$ cat config.mk
export PLATFORM = sky130hd
export DESIGN_NAME = uart_cmd_framer_flat
export DESIGN_NICKNAME = d
export VERILOG_FILES = /design/src/rtl/uart_cmd_pkg.sv /design/src/rtl/uart_cmd_framer_if.sv /design/src/rtl/uart_resp_tx.sv /design/src/rtl/uart_cmd_framer.sv /design/src/flat_wrapper.sv
export SDC_FILE = /design/constraint.sdc
export NUM_CORES = 1
export LEC_CHECK = 0
export CORE_ASPECT_RATIO = 0.7
export CORE_MARGIN = 8
export CORE_UTILIZATION = 35
export CTS_CLUSTER_DIAMETER = 150
export DETAILED_ROUTE_END_ITERATION = 7
export MAX_ROUTING_LAYER = met4
export PLACE_DENSITY = 0.58
export RECOVER_POWER = 100
export SLEW_MARGIN = 15
export SYNTH_ARGS = -nofsm -noshare
export SYNTH_HDL_FRONTEND = slang
export SYNTH_SLANG_ARGS = --single-unit
$ cat constraint.sdc
create_clock -name clk -period 1.85 [get_ports clk]
set_input_delay 0.185 -clock clk [delete_from_list [all_inputs] [get_ports clk]]
set_output_delay 0.185 -clock clk [all_outputs]
set_load 0.02 [all_outputs]
$ cat src/rtl/uart_cmd_pkg.sv
// uart_cmd_pkg: shared widths and FSM state types for the UART command framer
package uart_cmd_pkg;
  localparam int BYTE_W = 8;
  localparam int CMD_W = 16;
  typedef enum logic {RX_IDLE, RX_WAIT_LO} rx_state_t;
  typedef enum logic [1:0] {TX_IDLE, TX_START, TX_WAIT} tx_state_t;
endpackage

$ cat src/rtl/uart_cmd_framer_if.sv
// uart_cmd_framer_if: byte-side UART and command-processor signals of the framer
interface uart_cmd_framer_if;
  import uart_cmd_pkg::*;
  logic rx_rdy;
  logic [BYTE_W-1:0] rx_data;
  logic clr_rx_rdy;
  logic tx_done;
  logic trmt;
  logic [BYTE_W-1:0] tx_data;
  logic [CMD_W-1:0] cmd;
  logic cmd_rdy;
  logic clr_cmd_rdy;
  logic frame_err;
  logic cmd_ovr;
  logic send_resp;
  logic [BYTE_W-1:0] resp;
  logic resp_busy;
  logic resp_sent;
  modport slave (
    input rx_rdy, rx_data, tx_done, clr_cmd_rdy, send_resp, resp,
    output clr_rx_rdy, trmt, tx_data, cmd, cmd_rdy, frame_err, cmd_ovr, resp_busy, resp_sent
  );
  modport master (
    output rx_rdy, rx_data, tx_done, clr_cmd_rdy, send_resp, resp,
    input clr_rx_rdy, trmt, tx_data, cmd, cmd_rdy, frame_err, cmd_ovr, resp_busy, resp_sent
  );
endinterface

$ cat src/rtl/uart_resp_tx.sv
// uart_resp_tx: sends one response byte through the UART trmt/tx_done handshake
module uart_resp_tx
  import uart_cmd_pkg::*;
(
  input  logic              clk,
  input  logic              rst,
  input  logic              i_send_resp,
  input  logic [BYTE_W-1:0] i_resp,
  input  logic              i_tx_done,
  output logic              o_trmt,
  output logic [BYTE_W-1:0] o_tx_data,
  output logic              o_resp_busy,
  output logic              o_resp_sent
);
  tx_state_t r_state, w_next;
  logic [BYTE_W-1:0] r_tx_data;
  logic r_first, r_busy, r_sent, w_done;
  // state, latched byte, busy flag and completion pulse; r_first masks the stale tx_done right after trmt
  always_ff @(posedge clk)
    if (rst) begin
      r_state <= TX_IDLE;
      r_first <= 1'b0;
      r_tx_data <= '0;
      r_busy <= 1'b0;
      r_sent <= 1'b0;
    end else begin
      r_state <= w_next;
      r_first <= r_state == TX_START;
      r_sent <= w_done;
      r_busy <= r_state == TX_IDLE ? i_send_resp : !w_done;
      if (r_state == TX_IDLE && i_send_resp) r_tx_data <= i_resp;
    end
  // next state, transmit strobe and end-of-byte detect
  always_comb begin
    w_done = r_state == TX_WAIT && !r_first && i_tx_done;
    o_trmt = r_state == TX_START;
    w_next = r_state == TX_IDLE ? (i_send_resp ? TX_START : TX_IDLE) :
             r_state == TX_START ? TX_WAIT : (w_done ? TX_IDLE : TX_WAIT);
  end
  assign o_tx_data = r_tx_data;
  assign o_resp_busy = r_busy;
  assign o_resp_sent = r_sent;
endmodule

$ cat src/rtl/uart_cmd_framer.sv
// uart_cmd_framer: pairs UART bytes into 16-bit commands and returns response bytes
module uart_cmd_framer
  import uart_cmd_pkg::*;
#(
  parameter int TIMEOUT_CLKS = 1024,
  parameter int TMR_W = 16
) (
  input logic clk,
  input logic rst,
  uart_cmd_framer_if.slave bus
);
  rx_state_t r_state, w_next;
  logic [BYTE_W-1:0] r_hi;
  logic [TMR_W-1:0] r_tmr;
  logic [CMD_W-1:0] r_cmd;
  logic r_cmd_rdy, r_frame_err, r_cmd_ovr;
  logic w_accept, w_timeout, w_complete;
  logic w_trmt, w_resp_busy, w_resp_sent;
  logic [BYTE_W-1:0] w_tx_data;
  // RX state register
  always_ff @(posedge clk) r_state <= rst ? RX_IDLE : w_next;
  // byte accept, timeout and completion decode; a low byte beats a same-cycle timeout
  always_comb begin
    w_accept = bus.rx_rdy;
    w_complete = r_state == RX_WAIT_LO && w_accept;
    w_timeout = r_state == RX_WAIT_LO && !w_accept && r_tmr == TMR_W'(TIMEOUT_CLKS - 1);
    w_next = r_state == RX_IDLE ? (w_accept ? RX_WAIT_LO : RX_IDLE) :
             (w_accept || w_timeout) ? RX_IDLE : RX_WAIT_LO;
  end
  // high byte, inter-byte timer, command register and status pulses
  always_ff @(posedge clk)
    if (rst) begin
      r_hi <= '0;
      r_tmr <= '0;
      r_cmd <= '0;
      r_cmd_rdy <= 1'b0;
      r_frame_err <= 1'b0;
      r_cmd_ovr <= 1'b0;
    end else begin
      r_tmr <= r_state == RX_IDLE ? '0 : r_tmr + 1'b1;
      r_frame_err <= w_timeout;
      r_cmd_ovr <= w_complete && r_cmd_rdy;
      r_cmd_rdy <= w_complete || (r_cmd_rdy && !bus.clr_cmd_rdy);
      if (r_state == RX_IDLE && w_accept) r_hi <= bus.rx_data;
      if (w_complete) r_cmd <= {r_hi, bus.rx_data};
    end
  uart_resp_tx u_tx (
    .clk(clk),
    .rst(rst),
    .i_send_resp(bus.send_resp),
    .i_resp(bus.resp),
    .i_tx_done(bus.tx_done),
    .o_trmt(w_trmt),
    .o_tx_data(w_tx_data),
    .o_resp_busy(w_resp_busy),
    .o_resp_sent(w_resp_sent)
  );
  assign bus.clr_rx_rdy = w_accept;
  assign bus.cmd = r_cmd;
  assign bus.cmd_rdy = r_cmd_rdy;
  assign bus.frame_err = r_frame_err;
  assign bus.cmd_ovr = r_cmd_ovr;
  assign bus.trmt = w_trmt;
  assign bus.tx_data = w_tx_data;
  assign bus.resp_busy = w_resp_busy;
  assign bus.resp_sent = w_resp_sent;
endmodule

$ cat src/flat_wrapper.sv
// flat-port wrapper written by rule: the top's interface ports become plain ports
module uart_cmd_framer_flat import uart_cmd_pkg::*;
#(
  parameter int TIMEOUT_CLKS = 1024,
  parameter int TMR_W = 16
)
  (clk, rst, bus_rx_rdy, bus_rx_data, bus_tx_done, bus_clr_cmd_rdy, bus_send_resp, bus_resp, bus_clr_rx_rdy, bus_trmt, bus_tx_data, bus_cmd, bus_cmd_rdy, bus_frame_err, bus_cmd_ovr, bus_resp_busy, bus_resp_sent);
  uart_cmd_framer_if bus_i ();
  input logic clk;
  input logic rst;
  input wire logic [$bits(bus_i.rx_rdy)-1:0] bus_rx_rdy;
  input wire logic [$bits(bus_i.rx_data)-1:0] bus_rx_data;
  input wire logic [$bits(bus_i.tx_done)-1:0] bus_tx_done;
  input wire logic [$bits(bus_i.clr_cmd_rdy)-1:0] bus_clr_cmd_rdy;
  input wire logic [$bits(bus_i.send_resp)-1:0] bus_send_resp;
  input wire logic [$bits(bus_i.resp)-1:0] bus_resp;
  output wire logic [$bits(bus_i.clr_rx_rdy)-1:0] bus_clr_rx_rdy;
  output wire logic [$bits(bus_i.trmt)-1:0] bus_trmt;
  output wire logic [$bits(bus_i.tx_data)-1:0] bus_tx_data;
  output wire logic [$bits(bus_i.cmd)-1:0] bus_cmd;
  output wire logic [$bits(bus_i.cmd_rdy)-1:0] bus_cmd_rdy;
  output wire logic [$bits(bus_i.frame_err)-1:0] bus_frame_err;
  output wire logic [$bits(bus_i.cmd_ovr)-1:0] bus_cmd_ovr;
  output wire logic [$bits(bus_i.resp_busy)-1:0] bus_resp_busy;
  output wire logic [$bits(bus_i.resp_sent)-1:0] bus_resp_sent;
  assign bus_i.rx_rdy = bus_rx_rdy;
  assign bus_i.rx_data = bus_rx_data;
  assign bus_i.tx_done = bus_tx_done;
  assign bus_i.clr_cmd_rdy = bus_clr_cmd_rdy;
  assign bus_i.send_resp = bus_send_resp;
  assign bus_i.resp = bus_resp;
  assign bus_clr_rx_rdy = bus_i.clr_rx_rdy;
  assign bus_trmt = bus_i.trmt;
  assign bus_tx_data = bus_i.tx_data;
  assign bus_cmd = bus_i.cmd;
  assign bus_cmd_rdy = bus_i.cmd_rdy;
  assign bus_frame_err = bus_i.frame_err;
  assign bus_cmd_ovr = bus_i.cmd_ovr;
  assign bus_resp_busy = bus_i.resp_busy;
  assign bus_resp_sent = bus_i.resp_sent;
  uart_cmd_framer #(.TIMEOUT_CLKS(TIMEOUT_CLKS), .TMR_W(TMR_W)) u_core (.clk(clk), .rst(rst), .bus(bus_i));
endmodule
# ---- Yosys cells after proc, flatten, opt, wreduce, memory -nomap -nowiden
# Cells that the tools add are included.
# W data, S select, Z words.
dict set report totals {
  in_bits 22
  out_inout_bits 31
  reg_bits 57
}
dict set report classes {
  add_sub_neg 1
  eq_ne 3
  bitwise 1
  muxes 8
  reduce_logical 17
}
# cell count
set op_table {}
lappend op_table {{$add A16 B1 Y16 const B} 1}
lappend op_table {{$eq A16 B10 Y1 const B} 1}
lappend op_table {{$logic_and A1 B1 Y1} 9}
lappend op_table {{$mux W2} 3}
lappend op_table {{$mux W1} 5}
lappend op_table {{$logic_not A1 Y1} 4}
lappend op_table {{$eq A2 B1 Y1 const B} 1}
lappend op_table {{$eq A2 B2 Y1 const B} 1}
lappend op_table {{$logic_not A2 Y1} 1}
lappend op_table {{$logic_or A1 B1 Y1} 2}
lappend op_table {{$reduce_or A2 Y1} 1}
lappend op_table {{$not A1 Y1} 1}

# ---- Longest topological paths before layout
# Gate-level depths: netlist of the first run.
dict set report logic_depth {
  depth_word 6
  ltp_mapped 6
}

# ---- Hierarchy
# From an unflattened synthesis of the first run, not the netlist that was laid out.
dict set report hier_totals {
  cells_unflattened 256
  hier_area_um2 2155.8
}
# mod area_per_inst_um2 n_inst cells_each seq_area_each_um2
set by_module_without_submodules {}
lappend by_module_without_submodules {uart_cmd_framer 1675.4 1 203 880.8}
lappend by_module_without_submodules {uart_resp_tx 480.5 1 53 260.2}

# ---- Least setup slack after synthesis of the first run
# No wires, ideal clock.
dict set report synth_timing {
  kind {reg-to-reg}
  startpoint {reg u_core.r_tmr[0]}
  endpoint {reg u_core.r_tmr[14]}
  arrival_time_ps 1373
  path_slack_ps 407
  setup_ps 70
  path_stages_with_launch 7
  synth_period_minus_slack_ps 1443
  required_time_ps 1780
  path_cell_list {dfxtp_1 > ha_1 > and4_1 > buf_2 > nand3_1 > or3_1 > a21oi_1}
}
dict set report synth_between {
  elab_chain_cells 1
}
# element line_no
set synth_rtl {}
lappend synth_rtl {{start, declared} uart_cmd_framer.sv:14} ;# logic [TMR_W-1:0] r_tmr;
lappend synth_rtl {{start signal, assigned} uart_cmd_framer.sv:40} ;# r_tmr <= r_state == RX_IDLE ? '0 : r_tmr + 1'b1;
lappend synth_rtl {{$add A16 B1 Y16} uart_cmd_framer.sv:40}
# No other way between the ends.
# A chain may end at the register's enable or synchronous reset.

# ---- Worst setup path in the final report of the first run
dict set report layout_timing {
  startpoint {reg u_core.u_tx.r_state[0]}
  endpoint {out bus_trmt}
}
dict set report layout_between {
  elab_chain_cells 1
}
# element line_no
set layout_rtl {}
lappend layout_rtl {{start, declared} uart_resp_tx.sv:15} ;# tx_state_t r_state, w_next;
lappend layout_rtl {{start signal, assigned} uart_resp_tx.sv:27} ;# r_state <= w_next;
lappend layout_rtl {{$eq A2 B1 Y1} uart_resp_tx.sv:36} ;# o_trmt = r_state == TX_START;
lappend layout_rtl {{end, declared} flat_wrapper.sv:18} ;# output wire logic [$bits(bus_i.trmt)-1:0] bus_trmt;
# No other way between the ends.

==> flow_summary.ini, run 1 <==
[status]
status = completed

[setup_path]
r2r_start = u_core.r_tmr[0]
r2r_end = u_core.r_tmr[14]
worstPathArrival_ns = 1.53
crit_path_start_kind = register
crit_required_ns = 1.66
end_kind = output pin
reg2reg_slack_ns = 0.24
critPathKind = reg2out
critPathMaxFanout = 4
r2r_cells = 5

[detailed_routing]
ant_nets = 0
drc = 0
num_vias = 1773
viasPerCell = 4.728
wl_per_cell_um = 12.91
drt-total-wl_um = 4842
dr.pass1.iters = 4
drt_first_iter_violations = 82

[power]
power_frac_comb = 0.096
switchingPower_mw = 0.6516
p_leak_nw = 1.089
p_int_mw = 1.864
power_frac_clock = 0.391
powerDensity_mw_per_mm2 = 878.5
seqPwrFrac = 0.513
peakVddDrop_uv = 437.6
swShare = 0.2590

[finish]
area_growth_pct = 36.17
fillers = 590
diodes = 0
postLayoutCoreUtil = 0.4976
drive_above_1_share = 0.07000
layout.nets = 318

[clocking]
clk_latency_ns = 0.33
clock_path_buffers = 2
cts_tree = built
hold_buffers = 0
cts-resized-gates = 0
cts_setup_buffers = 0
clk_pin_slew_ns = 0.07
root_buffer = clkbuf_8
clock-sinks = 57
cts_buffers = 9
htreeDepth = 3

[sta]
hold_viol_final = 0
fin_crit_sh = 0.9273
post-route-min-period_ns = 1.716
timing.fmax_mhz = 582.9
finalMaxSlewViolations = 0
setup_viol = 0
worst_slew_pin_slew_ns = 0.7785
slew_headroom = 0.4810
fin_skew_ns = 0.008966
fin_setup_tns_ns = 0
grt_setup_unrepaired = false

[global_route]
grt.total_usage = 0.1183
antenna_found_initial = 0
grt_first_pass_wirelength_um = 7700
grt_max_degree = 35
gr-total-overflow = 0
grt_pass1_vias = 1676

[die]
initial_utilization = 0.3654
die_h_um = 80.86
fp.dieArea_mm2 = 0.008786
rows = 23
die_w_um = 108.7
core_mm2 = 0.005756
io_pins = 53

[logic_synthesis]
synth_edf_count = 0
synth_seq_cells = 57
netlist_area_mm2 = 0.002103
async_reset_ff_frac = 0
yosys.cell_count.top_type = dfxtp_1
synth_cell_types = 33
synth.avg_cell_area_um2 = 8.837
synth_common_cells = dfxtp_1 (57), nand2_1 (52), a21oi_1 (30), nor2_1 (20), mux2i_1 (8)
yosysWarningCount = 0
ys.flop_type = dfxtp_1
yosysTopAreaCellShare = 0.5425
syn_inst = 238
synth_top_cell_by_area = dfxtp_1
synth_nets = 261
yosys-top-cells-area = dfxtp_1 (54%), nand2_1 (9.3%), a21oi_1 (7.1%)
yosysSeqAreaShare = 0.5425

[hold_path]
worstHoldStart = bus_rx_data[6]
hp-class = in2reg
hold_end = u_core.bus.cmd[6]
whs_path_depth = 3

[job]
cap_violations = 0

[place]
port_buffers = 52
place_hpwl_um = 3450
globalplace.congestion = 0.7653
## state kept, by name, summed over array words and instances, names as in the netlist
signal / flops
u_core.u_tx.o_resp_sent: 1
u_core.bus.cmd_rdy: 1
u_core.u_tx.o_resp_busy: 1
u_core.r_tmr: 16
u_core.bus.frame_err: 1
u_core.r_state: 1
u_core.bus.cmd_ovr: 1
u_core.u_tx.r_state: 2
u_core.u_tx.o_tx_data: 8
u_core.bus.cmd: 16
u_core.u_tx.r_first: 1
u_core.r_hi: 8
## metrics by stage
stage | instances | setup slack [ns] | area, um^2 | hold slack, ns | power, mW
final | 375 | 0.1344 | 2864 | 0.4319 | 2.516
after global routing | 375 | 0.03928 | 2864 | 0.4208 | 2.631
after CTS | 375 | 0.1048 | 2885 | 0.4185 | 2.571
after detailed placement | 359 | 0.1966 | 2714 | 0.4466 | 1.577
after global placement | 359 | 0.2672 | 2714 | 0.4406 | 1.577
after floorplan | 238 | 0.4069 | 2103 | 0.2640 | 1.443
## per-layer routing
metal / GRT usage / routed length [um]
met1: 0.1396 / 2399
met2: 0.1531 / 1816
met3: 0.08696 / 592
met4: 0.03265 / 34
met5: - / 0
## how the worst max path moves through the flow
stage / start / cells after the start / end / slack, ns
5_1_grt: u_core.u_tx.r_state[0] / 2 / bus_trmt / 0.04
2_1_floorplan: u_core.r_tmr[0] / 6 / u_core.r_tmr[14] / 0.41
3_5_place_dp: bus_send_resp / 5 / u_core.u_tx.o_tx_data[6] / 0.20
6_report: u_core.u_tx.r_state[0] / 2 / bus_trmt / 0.13
4_1_cts: u_core.u_tx.r_state[0] / 2 / bus_trmt / 0.10
3_3_place_gp: bus_send_resp / 5 / u_core.u_tx.o_tx_data[2] / 0.27
## kinds of logic (layout without fill, tap and decap cells)
group,after synthesis,after routing,synth area share
buffers and inverters,13,75,0.02677
AOI/OAI and AO/OA,35,35,0.08685
DFF,57,57,0.5425
and+or+nand+nor,114,114,0.2582
xor gates and xnor gates,10,10,0.04164
adders and majority gates,1,1,0.005948
muxes,8,8,0.03807
## power groups by stage
stage	combinational, mW	sequential (mW)	clock, mW
3_3_place_gp	0.259	1.32	0
5_1_grt	0.265	1.29	1.07
4_1_cts	0.261	1.29	1.02
3_5_place_dp	0.259	1.32	0
2_1_floorplan	0.0982	1.35	0
6_report	0.241	1.29	0.985
## layout by cell type, fill, tap and decap left out
cell / count
and2_0: 2
clkinv_4: 2
nand3_2: 1
nand3b_1: 1
clkinvlp_4: 2
o311ai_0: 1
clkbuf_8: 9
or3_2: 1
or3_1: 2
clkinv_2: 3
nor4_1: 1
o41ai_1: 1
mux2i_1: 8
and4_1: 2
or2_0: 1
and3_1: 2
nand2b_1: 5
nor4b_1: 1
or2_2: 1
dlygate4sd3_1: 32
xor2_1: 7
a21oi_1: 30
ha_1: 1
nor2_1: 20
and2_1: 1
nand3_1: 6
clkbuf_1: 5
nand4_1: 5
nor3b_1: 1
clkdlybuf4s50_1: 20
xnor2_1: 3
nand2_1: 52
nor3_1: 3
buf_4: 2
dfxtp_1: 57
nor2b_1: 5
nor4bb_1: 1
o21ai_0: 3
## worst max-delay path, cell delays in order, from the launching register on
cell and delay [ns]:
dfxtp_1 0.37, nor2b_1 0.19, clkdlybuf4s50_1 0.64
## area by class of cell
type / instances / area [um^2] / share of cell area
tap: 75 / 93.84 / 0.03277
timing repair buffer: 59 / 554.3 / 0.1935
multi-input combinational: 168 / 903.4 / 0.3154
clock buffer: 9 / 123.9 / 0.04325
sequential: 57 / 1141 / 0.3984
clock inverter: 7 / 47.55 / 0.01660
Power figures use the tool's default switching activity.
==> run 2, diff against run 1 <==
--- a/config.mk
+++ b/config.mk
@@ -5,6 +5,7 @@
 export SDC_FILE = /design/constraint.sdc
 export NUM_CORES = 1
 export LEC_CHECK = 0
+export ABC_AREA = 1
 export CORE_ASPECT_RATIO = 0.7
 export CORE_MARGIN = 8
 export CORE_UTILIZATION = 35
==> flow_summary.ini, run 2 <==
[status]
status = completed

[logic_synthesis]
synth_xor_area_frac = 0.007830
synth_top_cell_by_area = dfxtp_1
netlist_area_mm2 = 0.002237
synth_seq_cells = 57
synth.area.mux_share = 0
synth_common_cells = nor2_1 (91), dfxtp_1 (57), nand2_1 (27), o21ai_0 (26), inv_1 (20)
synth_cell_types = 30
synth_compound_area_frac = 0.1180
synth_nets = 315
yosysSeqAreaShare = 0.5101
yosysTopAreaCellShare = 0.5101
synth_edf_count = 0
syn_inst = 292
async_reset_ff_frac = 0
yosys.cell_count.top_type = nor2_1
synth_fa_ha_area_frac = 0.005593
synth_top_family_by_area = simple AND/OR/NAND/NOR gates
ys.flop_type = dfxtp_1
yosys-top-cells-area = dfxtp_1 (51%), nor2_1 (15%), o21ai_0 (5.8%)
synth.avg_cell_area_um2 = 7.661
yosys.area_share.simple = 0.2852
yosysWarningCount = 0

[sta]
fin_setup_tns_ns = 0
finalMaxSlewViolations = 0
fin_crit_sh = 0.9258
grt_setup_unrepaired = false
slew_headroom = 0.6423
post-route-min-period_ns = 1.713
setup_viol = 0
timing.fmax_mhz = 583.8
hold_viol_final = 0
fin_skew_ns = 0.006497
worst_slew_pin_slew_ns = 0.5359

[hold_path]
hp-class = in2reg

[detailed_routing]
viasPerCell = 4.521
drc = 0
drt-total-wl_um = 5270
wl_per_cell_um = 12.20
dr.pass1.iters = 4
num_vias = 1953
ant_nets = 0
drt_first_iter_violations = 123

[clocking]
cts_buffers = 9
root_buffer = clkbuf_8
clk_latency_ns = 0.33
cts_tree = built
clock-sinks = 57
hold_buffers = 0
cts-resized-gates = 0
cts_setup_buffers = 0
clock_path_buffers = 2
clk_pin_slew_ns = 0.06
htreeDepth = 3

[setup_path]
cp_num_buf_inv = 2
end_kind = output pin
critPathMaxFanout = 5
critPathKind = in2out
crit_chain = dlygate4sd3_1, dlygate4sd3_1
slowest_stage = dlygate4sd3_1
worstPathArrival_ns = 1.53
critPathTopFamily = buffers and inverters
crit_top_cell = dlygate4sd3_1
crit_required_ns = 1.66
cpPeakStageDelay_ns = 0.71
crit_path_start_kind = primary input

[global_route]
grt_pass1_vias = 1873
antenna_found_initial = 0
grt_first_pass_wirelength_um = 8825
grt.total_usage = 0.1218
gr-total-overflow = 0
grt_max_degree = 33

[finish]
area_growth_pct = 34.28
fillers = 628
layout_common_cells = nor2_1 (95), dfxtp_1 (57), dlygate4sd3_1 (32)
postLayoutCoreUtil = 0.4833
final_common_cell = nor2_1
drive_above_1_share = 0.08757
diodes = 0
layout.nets = 372

[die]
core_mm2 = 0.006216
die_h_um = 82.89
io_pins = 53
fp.dieArea_mm2 = 0.009247
die_w_um = 111.6
rows = 24
initial_utilization = 0.3599

[place]
place_hpwl_um = 3805
port_buffers = 52
globalplace.congestion = 0.8046

[power]
peakVddDrop_uv = 351.7
total_power_mw = 2.943
p_leak_nw = 1.231
powerDensity_mw_per_mm2 = 979.8

[job]
cap_violations = 0
run 2: power by group:
group,total (mW),internal [mW],switching [mW]
Combinational,0.326,0.143,0.183
Sequential,1.32,1.29,0.0301
Clock,1.30,0.796,0.499
Total,2.94,2.23,0.712
run 2: final cells by class:
cell class | count | area, um^2 | area share
Sequential cell | 57 | 1141 | 0.3798
Multi-Input combinational cell | 198 | 894.6 | 0.2978
Timing Repair Buffer | 55 | 536.8 | 0.1787
Clock inverter | 6 | 91.34 | 0.03040
Inverter | 28 | 105.1 | 0.03499
Clock buffer | 10 | 137.6 | 0.04581
Tap cell | 78 | 97.59 | 0.03249
run 2: layer usage:
metal,vias to the layer above,share of wire,track usage
li1,1041,-,-
met1,861,0.52,0.1519
met2,45,0.42,0.1739
met3,6,0.051,0.04335
met4,0,0.013,0.05192
met5,-,0,-
run 2: final timing paths:
kind	from	endpoint	slack [ns]	cells after the start
worst max-delay path	bus_rx_rdy	bus_clr_rx_rdy	0.14	2
worst min register to register	u_core.r_tmr[0]	u_core.r_tmr[0]	0.47	1
worst min-delay path	bus_tx_done	u_core.u_tx.o_resp_sent	0.45	3
worst max register to register	u_core.r_tmr[0]	u_core.r_tmr[12]	0.37	7
run 2: stage by stage:
step	cell area (um^2)	hold slack (ns)	setup WS, ns	instances
2_1_floorplan	2237	0.2547	0.6589	292
3_5_place_dp	2819	0.4578	0.2131	416
4_1_cts	3048	0.4471	0.2114	432
5_1_grt	3004	0.4509	0.1163	432
3_3_place_gp	2819	0.4526	0.2387	416
6_report	3004	0.4528	0.1372	432
run 2: kinds of logic after synthesis:
family          after synthesis
fa+ha+maj                     1
simple gates                146
xor+xnor                      2
compound gates               49
buf+inv                      37
flops                        57
